==> src/rtl/aes_block_loader.sv <==
// Word-to-block front end for the AES encrypt core: assembles four 32-bit words,
// kicks the core, waits a fixed latency, then captures and offers the ciphertext.
module aes_block_loader #(
    parameter int unsigned BUSY_CYCLES = 12
) (
    input  logic         clk,
    input  logic         reset,
    input  logic         clear,
    input  logic         in_valid,
    output logic         in_ready,
    input  logic [31:0]  in_data,
    output logic [127:0] plaintext,
    output logic         start,
    output logic         en,
    input  logic [127:0] cyphertext,
    output logic         out_valid,
    input  logic         out_ready,
    output logic [127:0] out_data
);

    localparam int unsigned WORD_W = 32;
    localparam int unsigned BLK_W  = 128;
    localparam int unsigned CNT_W  = 8;

    typedef enum logic [1:0] {
        S_LOAD  = 2'd0,
        S_START = 2'd1,
        S_BUSY  = 2'd2,
        S_HOLD  = 2'd3
    } state_e;

    state_e             state_q, state_d;
    logic [1:0]         wcnt_q, wcnt_d;
    logic [CNT_W-1:0]   busy_cnt_q, busy_cnt_d;
    logic               start_q, start_d;
    logic               en_q, en_d;
    logic               out_valid_q, out_valid_d;
    logic [BLK_W-1:0]   plaintext_q, plaintext_d;
    logic [BLK_W-1:0]   out_data_q, out_data_d;

    // State register and registered outputs
    always_ff @(posedge clk or posedge reset) begin
        if (reset) begin
            state_q     <= S_LOAD;
            wcnt_q      <= 2'd0;
            busy_cnt_q  <= '0;
            start_q     <= 1'b0;
            en_q        <= 1'b0;
            out_valid_q <= 1'b0;
            plaintext_q <= '0;
            out_data_q  <= '0;
        end else begin
            state_q     <= state_d;
            wcnt_q      <= wcnt_d;
            busy_cnt_q  <= busy_cnt_d;
            start_q     <= start_d;
            en_q        <= en_d;
            out_valid_q <= out_valid_d;
            plaintext_q <= plaintext_d;
            out_data_q  <= out_data_d;
        end
    end

    // Next-state and next-output decode; clear overrides every other event
    always_comb begin
        state_d     = state_q;
        wcnt_d      = wcnt_q;
        busy_cnt_d  = busy_cnt_q;
        start_d     = 1'b0;
        en_d        = 1'b0;
        out_valid_d = 1'b0;
        plaintext_d = plaintext_q;
        out_data_d  = out_data_q;

        if (clear) begin
            state_d    = S_LOAD;
            wcnt_d     = 2'd0;
            busy_cnt_d = '0;
        end else begin
            unique case (state_q)
                S_LOAD: begin
                    if (in_valid) begin
                        unique case (wcnt_q)
                            2'd0: plaintext_d[127:96] = in_data;
                            2'd1: plaintext_d[95:64]  = in_data;
                            2'd2: plaintext_d[63:32]  = in_data;
                            2'd3: plaintext_d[31:0]   = in_data;
                            default: ;
                        endcase
                        wcnt_d = wcnt_q + 2'd1;
                        if (wcnt_q == 2'd3) begin
                            state_d = S_START;
                            start_d = 1'b1;
                            en_d    = 1'b1;
                        end
                    end
                end
                S_START: begin
                    busy_cnt_d = CNT_W'(BUSY_CYCLES);
                    state_d    = S_BUSY;
                    en_d       = 1'b1;
                end
                S_BUSY: begin
                    busy_cnt_d = busy_cnt_q - CNT_W'(1);
                    if (busy_cnt_q == CNT_W'(1)) begin
                        out_data_d  = cyphertext;
                        out_valid_d = 1'b1;
                        state_d     = S_HOLD;
                    end else begin
                        en_d = 1'b1;
                    end
                end
                S_HOLD: begin
                    if (out_ready) begin
                        state_d = S_LOAD;
                    end else begin
                        out_valid_d = 1'b1;
                    end
                end
                default: state_d = S_LOAD;
            endcase
        end
    end

    // in_ready is a pure state decode, forced low while reset is held
    assign in_ready  = (state_q == S_LOAD) && !reset;
    assign plaintext = plaintext_q;
    assign start     = start_q;
    assign en        = en_q;
    assign out_valid = out_valid_q;
    assign out_data  = out_data_q;

    // WORD_W documents the slot width used in the LOAD case above
    logic unused_w;
    assign unused_w = (WORD_W == 32);

endmodule

==> config.mk <==
export PLATFORM = sky130hd
export DESIGN_NAME = aes_block_loader
export DESIGN_NICKNAME = d
export VERILOG_FILES = /design/src/rtl/aes_block_loader.sv
export SDC_FILE = /design/constraint.sdc
export NUM_CORES = 1
export LEC_CHECK = 0
export CAP_MARGIN = 30
export CELL_PAD_IN_SITES_DETAIL_PLACEMENT = 1
export CELL_PAD_IN_SITES_GLOBAL_PLACEMENT = 1
export CORE_MARGIN = 5
export CORE_UTILIZATION = 35
export DETAILED_ROUTE_END_ITERATION = 10
export GPL_TIMING_DRIVEN = 0
export PLACE_DENSITY_LB_ADDON = 0.1
export SYNTH_ARGS = -nofsm -noshare
export SYNTH_HDL_FRONTEND = slang
export SYNTH_SLANG_ARGS = --single-unit
==> constraint.sdc <==
create_clock -name clk -period 11.2 [get_ports clk]
set_input_delay 1.12 -clock clk [delete_from_list [all_inputs] [get_ports clk]]
set_output_delay 1.12 -clock clk [all_outputs]
set_load 0.01 [all_outputs]
# [Word-level counts from Yosys, hierarchy flattened]
# Cells that the tools add are included.
[op_classes] n_addsub=2 eq_ne=11 mux=22 bitwise_logic=1 n_reduce_logical=14
[op_table] cell="$reduce_and 4->1" count=5
[op_table] cell="$mux 2" count=8
[op_table] cell="$pmux 8 s2" count=1
[op_table] cell="$ne 3x3->1 const B" count=4
[op_table] cell="$mux 1" count=9
[op_table] cell="$eq 2x2->1 const B" count=4
[op_table] cell="$eq 8x1->1 const B" count=1
[op_table] cell="$mux 8" count=1
[op_table] cell="$pmux 2 s4" count=1
[op_table] cell="$sub 8x1->8 const B" count=1
[op_table] cell="$eq 2x1->1 const B" count=2
[op_table] cell="$logic_not 2->1" count=2
[op_table] cell="$reduce_bool 2->1" count=2
[op_table] cell="$pmux 1 s3" count=1
[op_table] cell="$reduce_and 3->1" count=1
[op_table] cell="$reduce_bool 3->1" count=1
[op_table] cell="$add 2x1->2 const B" count=1
[op_table] cell="$pmux 1 s2" count=1
[op_table] cell="$reduce_and 2->1" count=1
[op_table] cell="$logic_and 1x1->1" count=1
[op_table] cell="$logic_not 1->1" count=1
[op_table] cell="$not 1->1" count=1
[word_totals] reg_bits=271 input_bits=165 out_inout_bits=260 elab_cells=61

# [Longest topological paths before layout]
[depth] ltp_word=5 depth_mapped=7 depth_no_buf=6

# [Least setup slack after synthesis]
# No wires, ideal clock.
[synth_path] path_kind="input -> register" startpoint="in clear" endpoint="reg plaintext_q[10], in the netlist plaintext[10]" setup_time_ns=0.125 arrival_ns=2.323 required_ns=11.075 slack_ns=8.752 path_stages=5 path_buffers=2 cell_sequence="clkbuf_1 nor2_1 nand2_1 buf_1 mux2_2"
[synth_between] elab_chain_len=2
[synth_rtl] element="from (decl)" line="8" rtl="input logic clear,"
[synth_rtl] element="$not 1->1 (no source line)"
[synth_rtl] element="$reduce_and 4->1 (no source line)"
[synth_rtl] element="to (signal assigned)" line="59" rtl="plaintext_q <= plaintext_d;"
[synth_rtl] element="to (decl)" line="38" rtl="logic [BLK_W-1:0] plaintext_q, plaintext_d;"
# Every way passes these cells.
# A chain may end at the register's enable or synchronous reset.

# [Worst setup path in the final report]
[layout_path] startpoint="in reset" endpoint="out in_ready"
[layout_between] elab_chain_len=2
[layout_rtl] element="from (decl)" line="7" rtl="input logic reset,"
[layout_rtl] element="$logic_not 1->1" line="126" rtl="assign in_ready = (state_q == S_LOAD) && !reset;"
[layout_rtl] element="$logic_and 1x1->1" line="126"
[layout_rtl] element="to (decl)" line="10" rtl="output logic in_ready,"
# Every way passes these cells.

==> metrics.yaml <==
run_status: "complete, no violations"
globalplace.congestion: 0.747
antenna_left: 0
finalNetCount: 1274
cp-start-kind: "input port"
io_buffers: 423
cts_resized: 0
final_area_um2: 16800
grt_first_pass_wirelength_um: 49900
top_layer: "met4"
cts_setup_buffers: 0
clk_latency_ps: 540
dp_hpwl_um: 24700
synth_nets: 816
max_slew_margin_pct: 43.6
grt_max_degree: 121
synthTopCellsByCount: "271 x dfrtp_1, 148 x mux2_2, 109 x mux2_4"
crit_top_cell: "clkdlybuf4s50_1"
yosysMostFrequentCell: "dfrtp_1"
fp.dieH_um: 186
synth.distinct_cells: 32
wl_met3_um: 2830
slowest_stage: "clkdlybuf4s50_1"
yosysSeqAreaShare_pct: 62.6
peakVddDrop_mv: 0.112
cp_top_family: "buffers and inverters"
path_clk_slew_ps: 60
p_leak_nw: 7.90
cts_buffers: 31
clockRootBuffer: "clkbuf_16"
end_kind: "primary output"
synthArstFlopShare_pct: 100
drv_cap: 0
power_density_nw_per_um2: 209
antenna_found_initial: 3
grt_pass1_vias: 7990
met2_length_um: 16800
routedWlPerCell_um: 21.7
setup-violations-final: 0
synth.area.top_cells: "dfrtp_1 63%, mux2_2 15%, mux2_4 15%"
wirelength_um: 33100
yosys.area.top_type: "dfrtp_1"
cp.arrival_ps: 2370
finalCritPeriodShare_pct: 31.2
rows: 64
slowest_delay_ps: 580
drv_slew: 0
cts_tree: "done"
finalPower_mw: 3.50
num_vias: 7059
critPathKind: "in2out"
placed_area_um2: 15600
finalHoldViolations: 0
areaGrowthSynthToFinish_pct: 54.6
cts_buffer_depth: 3
syn_area_per_cell_um2: 16.9
fmax_mhz: 286
crit_buf_inv: 2
rsz0062_at_grt: "no"
clock_skew_ps: 9.03
cp_cell_sequence: "clkdlybuf4s50_1, nor2b_1, clkdlybuf4s50_1"
avgViaCountPerCell: 4.64
layout_min_cycle_time_ps: 3490
grt-ovfl-total: 0
start_util_pct: 35.4
synth_flop_cell: "dfrtp_1"
dieArea_um2: 34600
crit_fanout: 2
die_w_um: 186
synth_edf_count: 0
worst_pin_slew_ps: 847
drc: 0
io_pins: 425
dr.first_iter.drc_count: 222
synth.cell_area_um2: 10800
synth_seq_cells: 271
syn_inst: 641
cts_hold_buf: 0
cts_sinks: 271
core_um2: 30600
h-tree-depth: 1
first_pass_iters: 4
synth_top_area_share_pct: 62.6
track_usage_pct: 18.8
hp-class: "reg2reg"
yosysWarnings: 0
worstPathRequired_ps: 10080
layout-drive-gt1-share_pct: 29.5
wl_met1_um: 12500
-- registers in the layout, summed over array words and instances, names as in the netlist --
register / count
busy_cnt_q: 8
en: 1
out_data: 128
out_valid: 1
plaintext: 128
start: 1
state_q: 2
wcnt_q: 2
-- metrics by stage --
step	cells	worst slack, ps	setup TNS [ps]	utilization [%]	hold WS (ps)
global placement	1460	-1520	-407680	50.9	486
global route	1522	7660	0	54.8	509
CTS	1519	7710	0	54.8	505
finish	1522	7710	0	54.8	502
detailed placement	1462	7730	0	51.1	492
floorplan	641	2610	0	-	543
-- layer usage --
metal	global-route usage, %	vias to the layer above
met2	32.8	263
met4	5.63	0
met5	0	-
li1	-	3178
met3	6.21	51
met1	21.9	3567
-- area by class of cell --
cell class                      count  area, um^2
Fill cell                        2981       13800
Sequential cell                   271        6780
Buffer                             30         211
Multi-Input combinational cell    329        3810
Clock buffer                       46         962
Antenna cell                        3        7.51
Inverter                           11        48.8
Timing Repair Buffer              425        4290
Tap cell                          396         495
Clock inverter                     11         155
-- path summary, 6_finish.rpt --
check / depth (start not counted) / from / slack (ps) / endpoint
setup / recovery: 3 / reset / 7710 / in_ready
hold reg to reg: 1 / plaintext[45]$_DFFE_PP0P_ / 500 / plaintext[45]$_DFFE_PP0P_
max in group asynchronous: 4 / reset / 8820 / plaintext[101]$_DFFE_PP0P_
min in group asynchronous: 2 / reset / 970 / out_data[55]$_DFFE_PP0P_
hold / removal: 1 / plaintext[45]$_DFFE_PP0P_ / 500 / plaintext[45]$_DFFE_PP0P_
setup reg to reg: 7 / state_q[0]$_DFFE_PP0P_ / 8720 / plaintext[26]$_DFFE_PP0P_
-- power by group --
| part | internal (mW) | switching (mW) |
|---|---|---|
| combinational | 0.656 | 0.427 |
| sequential | 1.22 | 0.124 |
| clock | 0.680 | 0.398 |
-- logic make-up after synthesis --
family                   after synthesis  share of synthesized area (%)
buffers and inverters                 41                           2.33
multiplexers                         259                           30.7
flip-flops                           271                           62.6
XOR/XNOR                               4                          0.323
AO/OA/AOI/OAI                         15                          0.935
adder cells (fa/ha/maj)               10                           1.15
AND/OR/NAND/NOR                       41                           2.04
-- layout by cell type, fill, tap and decap left out, types with 2 or more instances in the layout --
| cell type | count |
|---|---|
| nor3b_1 | 2 |
| clkbuf_1 | 5 |
| a311oi_1 | 2 |
| nand2_1 | 11 |
| buf_1 | 13 |
| clkbuf_16 | 31 |
| a211oi_1 | 2 |
| clkdlybuf4s50_1 | 423 |
| inv_1 | 10 |
| buf_6 | 13 |
| diode_2 | 3 |
| mux2_4 | 109 |
| nand3b_1 | 2 |
| mux2i_1 | 2 |
| nor2_1 | 13 |
| ha_1 | 10 |
| mux2_2 | 148 |
| bufinv_16 | 4 |
| dfrtp_1 | 271 |
| nand2b_1 | 3 |
| a21oi_1 | 6 |
| clkbuf_8 | 13 |
| or3_1 | 2 |
| xor2_1 | 3 |
| nand3_1 | 3 |
| buf_16 | 2 |
| clkinv_2 | 7 |
No activity file was read; power rests on OpenSTA's default activity.
